## src/rtl/shift_seq_pkg.sv

```systemverilog
// shift_seq_pkg: shared FSM state type and default widths for the shift sequencer
package shift_seq_pkg;
  localparam int SEQ_DATA_W = 8;
  localparam int SEQ_CNT_W  = 3;
  typedef enum logic [1:0] {S_IDLE, S_LOAD, S_SHIFT, S_DONE} seq_state_e;
endpackage

```

## src/rtl/shift_seq_slot.sv

```systemverilog
// shift_seq_slot: one-entry pending request buffer (used only with SHIFT_SEQ_QUEUE_EN)
//   i_push/i_pop: capture / release the entry; i_val/i_amt/i_arith: request in
//   o_full: entry valid; o_val/o_amt/o_arith: buffered request out
module shift_seq_slot import shift_seq_pkg::*; #(
  parameter int DATA_W = SEQ_DATA_W,
  parameter int CNT_W  = SEQ_CNT_W
) (
  input  logic              clk,
  input  logic              reset_n,
  input  logic              i_push,
  input  logic              i_pop,
  input  logic [DATA_W-1:0] i_val,
  input  logic [CNT_W-1:0]  i_amt,
  input  logic              i_arith,
  output logic              o_full,
  output logic [DATA_W-1:0] o_val,
  output logic [CNT_W-1:0]  o_amt,
  output logic              o_arith
);
  always_ff @(posedge clk or negedge reset_n)
    if (!reset_n) begin
      o_full  <= 1'b0;
      o_val   <= '0;
      o_amt   <= '0;
      o_arith <= 1'b0;
    end else if (i_push) begin
      o_full  <= 1'b1;
      o_val   <= i_val;
      o_amt   <= i_amt;
      o_arith <= i_arith;
    end else if (i_pop) begin
      o_full  <= 1'b0;
    end
endmodule

```

## src/rtl/shift_sequencer.sv

```systemverilog
// shift_sequencer: sequences load/shift strobes for an external right shifter
//   start/req_val/req_amt/req_arith: request, accepted when ready
//   ready/busy/done: handshake and status; load_n/shift_right/asr/load_val: shifter controls
//   remaining: shifts still to issue
//   SHIFT_SEQ_QUEUE_EN: adds a one-entry pending request buffer
module shift_sequencer import shift_seq_pkg::*; #(
  parameter int DATA_W = SEQ_DATA_W,
  parameter int CNT_W  = SEQ_CNT_W
) (
  input  logic              clk,
  input  logic              reset_n,
  input  logic              start,
  input  logic [DATA_W-1:0] req_val,
  input  logic [CNT_W-1:0]  req_amt,
  input  logic              req_arith,
  output logic              ready,
  output logic              busy,
  output logic              done,
  output logic              load_n,
  output logic              shift_right,
  output logic              asr,
  output logic [DATA_W-1:0] load_val,
  output logic [CNT_W-1:0]  remaining
);
  seq_state_e        r_state, w_next;
  logic [DATA_W-1:0] r_val, w_val;
  logic [CNT_W-1:0]  r_rem, w_amt;
  logic              r_arith, w_arith, w_take;
`ifdef SHIFT_SEQ_QUEUE_EN
  logic              w_full, w_pop, w_sarith;
  logic [DATA_W-1:0] w_sval;
  logic [CNT_W-1:0]  w_samt;
  // a buffered request launches straight from DONE (or IDLE if it was captured in DONE)
  assign w_pop   = w_full & (r_state == S_DONE || r_state == S_IDLE);
  assign ready   = ~w_full;
  assign w_take  = w_pop | (r_state == S_IDLE & start);
  assign w_val   = w_pop ? w_sval : req_val;
  assign w_amt   = w_pop ? w_samt : req_amt;
  assign w_arith = w_pop ? w_sarith : req_arith;
  shift_seq_slot #(.DATA_W(DATA_W), .CNT_W(CNT_W)) u_slot (
    .clk(clk), .reset_n(reset_n), .i_push(start & busy & ~w_full), .i_pop(w_pop),
    .i_val(req_val), .i_amt(req_amt), .i_arith(req_arith),
    .o_full(w_full), .o_val(w_sval), .o_amt(w_samt), .o_arith(w_sarith)
  );
`else
  assign ready   = ~busy;
  assign w_take  = start & (r_state == S_IDLE);
  assign w_val   = req_val;
  assign w_amt   = req_amt;
  assign w_arith = req_arith;
`endif
  assign busy        = r_state != S_IDLE;
  assign done        = r_state == S_DONE;
  assign load_n      = r_state != S_LOAD;
  assign shift_right = r_state == S_SHIFT;
  assign asr         = r_arith & (r_state == S_LOAD || r_state == S_SHIFT);
  assign load_val    = r_val;
  assign remaining   = r_rem;
  always_comb
    w_next = r_state == S_LOAD  ? (r_rem != '0 ? S_SHIFT : S_DONE) :
             r_state == S_SHIFT ? (r_rem == CNT_W'(1) ? S_DONE : S_SHIFT) :
             w_take ? S_LOAD : S_IDLE;
  always_ff @(posedge clk or negedge reset_n)
    if (!reset_n) begin
      r_state <= S_IDLE;
      r_val   <= '0;
      r_rem   <= '0;
      r_arith <= 1'b0;
    end else begin
      r_state <= w_next;
      if (w_take) begin
        r_val   <= w_val;
        r_rem   <= w_amt;
        r_arith <= w_arith;
      end else if (r_state == S_SHIFT) begin
        r_rem   <= r_rem - 1'b1;
      end
    end
endmodule

```

## config.mk

```make
export PLATFORM = sky130hd
export DESIGN_NAME = shift_sequencer
export DESIGN_NICKNAME = d
export VERILOG_FILES = /design/src/rtl/shift_seq_pkg.sv /design/src/rtl/shift_seq_slot.sv /design/src/rtl/shift_sequencer.sv
export SDC_FILE = /design/constraint.sdc
export NUM_CORES = 1
export LEC_CHECK = 0
export BUFFER_PORTS_ARGS = -buffer_cell sky130_fd_sc_hd__buf_2
export CORE_AREA = 2 2 49 51
export CTS_BUF_LIST = sky130_fd_sc_hd__clkbuf_16
export DETAILED_ROUTE_END_ITERATION = 10
export DIE_AREA = 0 0 51 53
export GPL_ROUTABILITY_DRIVEN = 0
export PLACE_DENSITY = 0.69
export SETUP_SLACK_MARGIN = 0.15
export SYNTH_ARGS = -nofsm -noshare
export SYNTH_HDL_FRONTEND = slang
export SYNTH_SLANG_ARGS = --single-unit
```

## constraint.sdc

```tcl
create_clock -name clk -period 1.9 [get_ports clk]
set_clock_uncertainty 0.15 [all_clocks]
set_input_delay 0.095 -clock clk [delete_from_list [all_inputs] [get_ports clk]]
set_output_delay 0.095 -clock clk [all_outputs]
set_load 0.02 [all_outputs]
```

==> impl_metrics.env, run 1 <==
export IMPL_synth_top_area_cell="dfrtp_1"
export IMPL_syn_nets=74
export IMPL_area_growth_pct=50.6
export IMPL_routedWlPerCell_um=12.1
export IMPL_cts_sinks=14
export IMPL_critPathLaunchType="register"
export IMPL_start_util_pct=33.8
export IMPL_dieArea_um2=2700
export IMPL_synthArstFlopShare_pct=100
export IMPL_grt_max_degree=15
export IMPL_dr_pass1_iters=4
export IMPL_fin_crit_sh_pct=86.5
export IMPL_numCtsBuffers=3
export IMPL_dp_hpwl_um=1070
export IMPL_finalWirelength_um=1510
export IMPL_hold_path_class="in -> reg"
export IMPL_drcViolationCount=0
export IMPL_setup_viol=0
export IMPL_diodes=0
export IMPL_rsz0062_at_grt="no"
export IMPL_power_density_nw_per_um2=1750
export IMPL_status="finished, final reports clean"
export IMPL_drtIter0Drc=1
export IMPL_final_net_count=120
export IMPL_leakagePower_nw=0.572
export IMPL_pwr_share_clk_pct=21.2
export IMPL_peakVddDrop_mv=0.924
export IMPL_intPower_w=0.00118
export IMPL_power_frac_seq_pct=28.7
export IMPL_synth_area_leaders="dfrtp_1, mux2_4, ha_1"
export IMPL_die_h_um=53
export IMPL_grt_ovfl_total=0
export IMPL_path_class="reg -> reg"
export IMPL_grt_pass1_vias=578
export IMPL_via_count=536
export IMPL_p_switching_w=0.000737
export IMPL_drv_cap=0
export IMPL_switching_share_pct=38.4
export IMPL_seq_area_frac_synth_pct=48.2
export IMPL_tightest_slew_ns=0.368
export IMPL_place_area_um2=906
export IMPL_worstPathRequired_ns=1.88
export IMPL_core_um2=2150
export IMPL_end_kind="register"
export IMPL_power_frac_comb_pct=50.2
export IMPL_place_inst=110
export IMPL_met3_usage_pct=3.95
export IMPL_htreeDepth=1
export IMPL_hold_viol=0
export IMPL_gr_max_usage_layer="met2"
export IMPL_cts_tree="done"
export IMPL_die_width_um=51
export IMPL_synth_commonest_cells="dfrtp_1, ha_1, mux2_4, inv_1, mux2_2"
export IMPL_worstSkewPairLatency_ns=0.24
export IMPL_avgSynthCellArea_um2=14.0
export IMPL_cts_path_max_buffers=2
export IMPL_crit_fanout=13
export IMPL_port_buffer_count=31
export IMPL_syn_inst=52
export IMPL_rows=17
export IMPL_synth_most_common_cell="dfrtp_1"
export IMPL_fin_setup_tns_ns=0
export IMPL_synth_ff_type="dfrtp_1"
export IMPL_synth_edf_count=0
export IMPL_layout_cells_non_filler=125
export IMPL_crit_arrival_ns=1.62
export IMPL_slew_limit_headroom_pct=75.4
export IMPL_ios=32
export IMPL_grt_util_all_layers_pct=12.9
export IMPL_drv_slew=0
export IMPL_reg2reg_slack_ns=0.26
export IMPL_ys_types=16
export IMPL_ctsRootBufferMaster="clkbuf_16"
export IMPL_clk_pin_slew_ns=0.05
export IMPL_fmax_mhz=608
export IMPL_netlist_area_um2=727
export IMPL_antenna_found_initial=0
export IMPL_global_route_usage_met1_pct=15.0
export IMPL_grtUsageMet2_pct=21.9
export IMPL_synth_top_cell_area_share_pct=48.2
export IMPL_power_w=0.00192
export IMPL_ys_seq_elements=14
export IMPL_grt_first_pass_wirelength_um=2530
export IMPL_drive_above_1_share_pct=48.5
export IMPL_ant_nets=0
export IMPL_post_cts_buffers=0
export IMPL_avgViaCountPerCell=4.29
export IMPL_yosys_warnings=0
export IMPL_fin_crit_ns=1.64
export IMPL_design_area_um2=1090
==> metrics by stage <==
step / util (%) / hold slack, ns / worst slack, ns
floorplan: - / -0.351 / 0.267
global placement: 42.2 / -0.146 / 0.295
detailed placement: 42.2 / -0.137 / 0.249
CTS: 51.0 / 0.0537 / 0.243
global route: 51.0 / 0.0693 / 0.188
finish: 51.0 / 0.0505 / 0.256
==> registers in the layout (all words and copies together) (netlist names) <==
| signal | flops |
|---|---|
| r_state | 2 |
| load_val | 8 |
| r_arith | 1 |
| remaining | 3 |
==> power by group through the flow <==
stage	clock, W	sequential, W	combinational (W)
final	0.000405	0.000549	0.000962
after global routing	0.000434	0.000574	0.00105
after CTS	0.000410	0.000556	0.000974
after detailed placement	0	0.000554	0.000956
after global placement	0	0.000546	0.000935
after floorplan	0	0.000690	0.000550
==> final timing paths <==
kind                       depth (start not counted)                  endpoint               startpoint
setup / recovery                                   4   load_val[3]$_DFFE_PN0P_     r_state[0]$_DFF_PN0_
hold reg to reg                                    1   load_val[5]$_DFFE_PN0P_  load_val[5]$_DFFE_PN0P_
min in group asynchronous                          2  remaining[0]$_DFFE_PN0P_                  reset_n
max in group asynchronous                          2       r_arith$_DFFE_PN0P_                  reset_n
setup reg to reg                                   4   load_val[3]$_DFFE_PN0P_     r_state[0]$_DFF_PN0_
hold / removal                                     3  remaining[1]$_DFFE_PN0P_                    start
==> area by class of cell <==
| type | count | area [µm²] |
|---|---|---|
| tap | 28 | 35.0 |
| fill | 207 | 1050 |
| clock inverter | 1 | 3.75 |
| sequential | 14 | 350 |
| clock buffer | 3 | 75.1 |
| inverter | 6 | 22.5 |
| timing repair buffer | 42 | 265 |
| multi-input combinational | 31 | 343 |
==> what timing repair did <==
action                                 CTS  global route
resized for setup                        0             0
hold buffers                            11             0
endpoints found under the hold margin   24             0
==> kinds of logic (layout without fill, tap and decap cells) <==
kind of cell / Yosys count / in the layout / share of synthesized area (%)
compound gates: 4 / 4 / 5.34
xor+xnor: 1 / 1 / 1.21
fa+ha+maj: 7 / 7 / 12.0
buf+inv: 7 / 52 / 4.65
flops: 14 / 14 / 48.2
mux: 10 / 10 / 19.1
simple gates: 9 / 9 / 9.47
==> placed cells by master, fill, tap and decap left out <==
cell type and n:
clkbuf_16 3, nand2_2 1, nand3b_1 2, and3b_1 2
dlygate4sd3_1 11, clkinv_1 1, buf_2 31, nand4bb_1 1
nand2b_1 2, dfrtp_1 14, inv_1 6, a31oi_1 2
a21bo_2 1, ha_1 7, o311ai_2 1, mux2_2 3
and2_1 1, mux2_4 7, xor2_1 1
==> critical path, stage by stage, from the launching register on <==
cell,delay [ns]
dfrtp_1,0.37
inv_1,0.07
ha_1,0.25
nand2_2,0.31
mux2_2,0.38
==> routing by layer <==
layer / share of wire [%] / vias up / wire length (µm)
met3: 7.7 / 3 / 116
met1: 45 / 244 / 678
met5: 0 / - / 0
met2: 46 / 25 / 689
met4: 1.7 / 0 / 26
li1: - / 264 / -
Note: power is estimated with default switching activity, not from simulation.
==> inputs of run 2 (changes only) <==
Settings changed: CAP_MARGIN from default to 20.
Clock period 1.9 ns to 1.67 ns, I/O delays scaled along.
==> impl_metrics.env, run 2 (same netlist as run 1, synthesis figures left out) <==
export IMPL_met3_usage_pct=2.54
export IMPL_min_from="start"
export IMPL_final_cell_mix="buf_2, dfrtp_1, dlygate4sd3_1"
export IMPL_worstPathRequired_ns=1.44
export IMPL_drcViolationCount=0
export IMPL_final_net_count=121
export IMPL_fmax_mhz=671
export IMPL_cts_tree="done"
export IMPL_peakVddDrop_mv=0.951
export IMPL_setup_viol=0
export IMPL_cts_sinks=14
export IMPL_tightest_slew_ns=0.316
export IMPL_finalWirelength_um=1430
export IMPL_avgViaCountPerCell=4.31
export IMPL_rows=17
export IMPL_hold_path_class="in -> reg"
export IMPL_drv_cap=0
export IMPL_design_area_um2=1120
export IMPL_pre_cts_ws_ns=0.0813
export IMPL_grt_max_degree=15
export IMPL_dieArea_um2=2700
export IMPL_power_density_nw_per_um2=1990
export IMPL_slowest_stage="dfrtp_1"
export IMPL_critPathLaunchType="register"
export IMPL_largest_reg_flops=8
export IMPL_grtUsageMet2_pct=18.4
export IMPL_slew_limit_headroom_pct=78.9
export IMPL_drtIter0Drc=4
export IMPL_place_area_um2=921
export IMPL_worstSetupStartpoint="r_state[0]$_DFF_PN0_"
export IMPL_hold_viol=0
export IMPL_gr_max_usage_layer="met2"
export IMPL_fin_crit_sh_pct=89.3
export IMPL_grt_ovfl_total=0
export IMPL_rsz0062_at_grt="yes"
export IMPL_die_width_um=51
export IMPL_critical_path_cell_chain="inv_1 -> ha_4 -> and2_1 -> buf_2"
export IMPL_core_um2=2150
export IMPL_via_count=543
export IMPL_drive_above_1_share_pct=51.0
export IMPL_fin_crit_ns=1.49
export IMPL_diodes=0
export IMPL_grt_util_all_layers_pct=12.9
export IMPL_fin_setup_tns_ns=0
export IMPL_grt_first_pass_wirelength_um=2460
export IMPL_max_stage_delay_ns=0.39
export IMPL_antenna_found_initial=0
export IMPL_global_route_usage_met1_pct=16.7
export IMPL_leakagePower_nw=0.582
export IMPL_routedWlPerCell_um=11.4
export IMPL_reg2reg_depth=4
export IMPL_ant_nets=0
export IMPL_dr_pass1_iters=2
export IMPL_path_class="reg -> out"
export IMPL_end_kind="output pin"
export IMPL_ctsRootBufferMaster="clkbuf_16"
export IMPL_status="finished, final reports clean"
export IMPL_fin_ws_ns=0.179
export IMPL_crit_fanout=3
export IMPL_holdPathStages=3
export IMPL_port_buffer_count=31
export IMPL_htreeDepth=1
export IMPL_dp_hpwl_um=1040
export IMPL_cts_path_max_buffers=2
export IMPL_r2r_start="r_state[1]$_DFF_PN0_"
export IMPL_area_growth_pct=54.4
export IMPL_start_util_pct=33.8
export IMPL_ios=32
export IMPL_crit_arrival_ns=1.26
export IMPL_worstSkewPairLatency_ns=0.24
export IMPL_drv_slew=0
export IMPL_reg2reg_slack_ns=0.21
export IMPL_numCtsBuffers=3
export IMPL_layout_commonest_cell="buf_2"
export IMPL_die_h_um=53
export IMPL_grt_pass1_vias=547
export IMPL_clk_pin_slew_ns=0.05
run 2: cell types whose count changed in the layout (fill, tap and decap cells not counted), sizes merged:
cell and delta:
buf +1
run 2: path summary, 6_finish.rpt:
check	end
setup / recovery	asr
hold / removal	remaining[1]$_DFFE_PN0P_
setup reg to reg	load_val[5]$_DFFE_PN0P_
hold reg to reg	load_val[3]$_DFFE_PN0P_
max in group asynchronous	r_arith$_DFFE_PN0P_
min in group asynchronous	load_val[7]$_DFFE_PN0P_
run 2: what timing repair did:
item | 4_1_cts | 5_1_grt
setup buffers | 0 | 1
gates cloned | 0 | 0
hold buffers | 11 | 0
endpoints found under the hold margin | 24 | 0
resized for setup | 1 | 0
pin swaps | 0 | 0
endpoints found under the setup margin | 10 | 4
run 2: area by class of cell:
cell class / instances / area [µm²]
well taps: 28 / 35.0
fillers: 181 / 1030
inverters: 6 / 22.5
clock buffers: 3 / 75.1
multi-input cells: 31 / 363
flip-flops and latches: 14 / 350
repair buffers: 43 / 273
clock inverters: 1 / 3.75
run 2: critical path, delay by kind of cell, from the launching register on:
| family | cells | cell delay (ns) |
|---|---|---|
| buf+inv | 2 | 0.28 |
| simple gates | 1 | 0.13 |
| fa+ha+maj | 1 | 0.22 |
| flops | 1 | 0.39 |
run 2: routing by layer:
metal | vias up | share of wire (%)
met1 | 247 | 48
met2 | 23 | 44
met5 | - | 0
li1 | 271 | -
met4 | 0 | 2.4
met3 | 2 | 6.0
run 2: per-stage QoR:
| stage | std cells | total power, W | hold slack, ns | util (%) |
|---|---|---|---|---|
| after floorplan | 52 | 0.00145 | -0.362 | - |
| after global placement | 110 | 0.00172 | -0.159 | 42.9 |
| after detailed placement | 110 | 0.00175 | -0.150 | 42.9 |
| after CTS | 125 | 0.00224 | 0.0457 | 51.9 |
| after global routing | 126 | 0.00240 | 0.0709 | 52.2 |
| final | 126 | 0.00223 | 0.0532 | 52.2 |
run 2: power breakdown:
part | internal [W] | switching, W
logic | 0.000558 | 0.000599
clock network | 0.000316 | 0.000131
registers | 0.000514 | 0.000109
total | 0.00139 | 0.000840
==> inputs of run 3 (changes only) <==
==> constraint.sdc (replaced) <==
create_clock -name clk -period 1.67 [get_ports clk]
set_clock_uncertainty 0.15 [all_clocks]
set_input_delay 0 -clock clk [delete_from_list [all_inputs] [get_ports clk]]
set_output_delay 0 -clock clk [all_outputs]
set_load 0.02 [all_outputs]
==> impl_metrics.env, run 3 (same netlist as run 1, synthesis figures left out) <==
export IMPL_drv_cap=0
export IMPL_r2r_start="r_state[0]$_DFF_PN0_"
export IMPL_hold_path_class="in -> reg"
export IMPL_clk_pin_slew_ns=0.05
export IMPL_finish_utilization_pct=53.2
export IMPL_critPathLaunchType="register"
export IMPL_fin_crit_sh_pct=85.1
export IMPL_max_stage_delay_ns=0.39
export IMPL_core_um2=2150
export IMPL_drive_above_1_share_pct=49.5
export IMPL_port_buffer_count=31
export IMPL_cts_tree="done"
export IMPL_power_density_nw_per_um2=1950
export IMPL_path_class="reg -> reg"
export IMPL_fin_setup_tns_ns=0
export IMPL_dp_hpwl_um=1040
export IMPL_grt_pass1_vias=564
export IMPL_final_cell_mix="buf_2, dfrtp_1, dlygate4sd3_1"
export IMPL_hold_viol=0
export IMPL_htreeDepth=1
export IMPL_dr_pass1_iters=4
export IMPL_crit_fanout=8
export IMPL_drv_slew=0
export IMPL_end_kind="register"
export IMPL_fin_crit_ns=1.42
export IMPL_reg2reg_depth=4
export IMPL_routedWlPerCell_um=11.3
export IMPL_peakVddDrop_mv=0.950
export IMPL_crit_arrival_ns=1.40
export IMPL_power_w=0.00223
export IMPL_cts_path_max_buffers=2
export IMPL_antenna_found_initial=0
export IMPL_reg2reg_to="remaining[0]$_DFFE_PN0P_"
export IMPL_slowest_stage="dfrtp_1"
export IMPL_diodes=0
export IMPL_grt_max_degree=15
export IMPL_holdPathStages=3
export IMPL_final_net_count=122
export IMPL_rows=17
export IMPL_cts_sinks=14
export IMPL_start_util_pct=33.8
export IMPL_min_from="req_amt[2]"
export IMPL_die_width_um=51
export IMPL_worstPathRequired_ns=1.64
export IMPL_fillers=176
export IMPL_ios=32
export IMPL_tightest_slew_ns=0.314
export IMPL_rsz0062_at_grt="no"
export IMPL_ant_nets=0
export IMPL_whs_endpoint="remaining[2]$_DFFE_PN0P_"
export IMPL_grt_util_all_layers_pct=13.1
export IMPL_critical_path_cell_chain="inv_1 -> ha_2 -> xor2_1 -> mux2_4"
export IMPL_layout_commonest_cell="buf_2"
export IMPL_status="finished, final reports clean"
export IMPL_drtIter0Drc=7
export IMPL_leakagePower_nw=0.582
export IMPL_setup_viol=0
export IMPL_drcViolationCount=0
export IMPL_die_h_um=53
export IMPL_numCtsBuffers=3
export IMPL_avgViaCountPerCell=4.37
export IMPL_via_count=555
export IMPL_area_growth_pct=57.3
export IMPL_finalWirelength_um=1440
export IMPL_largest_reg_flops=8
export IMPL_grt_ovfl_total=0
export IMPL_dieArea_um2=2700
export IMPL_ctsRootBufferMaster="clkbuf_16"
export IMPL_whs_ns=0.00479
export IMPL_grt_first_pass_wirelength_um=2500
export IMPL_slew_limit_headroom_pct=79.0
export IMPL_reg2reg_slack_ns=0.25
export IMPL_fmax_mhz=704
export IMPL_worstSkewPairLatency_ns=0.24
run 3: per-layer routing:
metal / share of wire (%) / wire length (µm) / up-vias / GRT usage, %
met2: 43 / 625 / 26 / 19.3
li1: - / - / 275 / -
met1: 46 / 663 / 250 / 16.5
met3: 6.7 / 96 / 4 / 2.54
met4: 3.7 / 53 / 0 / 10.8
met5: 0 / 0 / - / 0
run 3: metrics by stage:
step	instances	area (µm²)	setup slack (ns)
6_report	127	1140	0.249
3_3_place_gp	110	921	0.126
5_1_grt	127	1140	0.192
2_1_floorplan	52	742	0.184
4_1_cts	127	1130	0.200
3_5_place_dp	110	921	0.0813
run 3: layout make-up:
type | count | area (µm²) | area share [%]
repair buffers | 44 | 285 | 24.9
inverters | 6 | 22.5 | 1.97
clock buffers | 3 | 75.1 | 6.56
flip-flops and latches | 14 | 350 | 30.6
multi-input cells | 31 | 372 | 32.5
well taps | 28 | 35.0 | 3.06
clock inverters | 1 | 3.75 | 0.328
run 3: worst max path at each step:
stage,to,slack [ns],cells after the start,startpoint
after floorplan,load_val[0]$_DFFE_PN0P_,0.18,5,r_state[0]$_DFF_PN0_
after global placement,load_val[3]$_DFFE_PN0P_,0.13,4,r_state[0]$_DFF_PN0_
after detailed placement,load_val[3]$_DFFE_PN0P_,0.08,4,r_state[1]$_DFF_PN0_
after CTS,load_val[3]$_DFFE_PN0P_,0.20,4,r_state[1]$_DFF_PN0_
after global routing,remaining[0]$_DFFE_PN0P_,0.19,4,r_state[0]$_DFF_PN0_
final,remaining[0]$_DFFE_PN0P_,0.25,4,r_state[0]$_DFF_PN0_
run 3: report_power, final:
| group | switching [W] | internal (W) | leakage [nW] |
|---|---|---|---|
| combinational | 0.000605 | 0.000555 | 0.378 |
| sequential | 0.000108 | 0.000514 | 0.165 |
| clock | 0.000133 | 0.000316 | 0.0385 |
| total | 0.000845 | 0.00139 | 0.582 |
run 3: critical path, delay by kind of cell (launching register included):
family,cells,cell delay [ns]
flops,1,0.39
buf+inv,1,0.12
xor+xnor,1,0.09
fa+ha+maj,1,0.29
mux,1,0.26
run 3: timing repair:
item                                   CTS  global route
hold buffers                            13             0
setup buffers                            0             0
gates resized for setup                  1             1
endpoints found under the hold margin   26             0
setup endpoints to repair               10             2
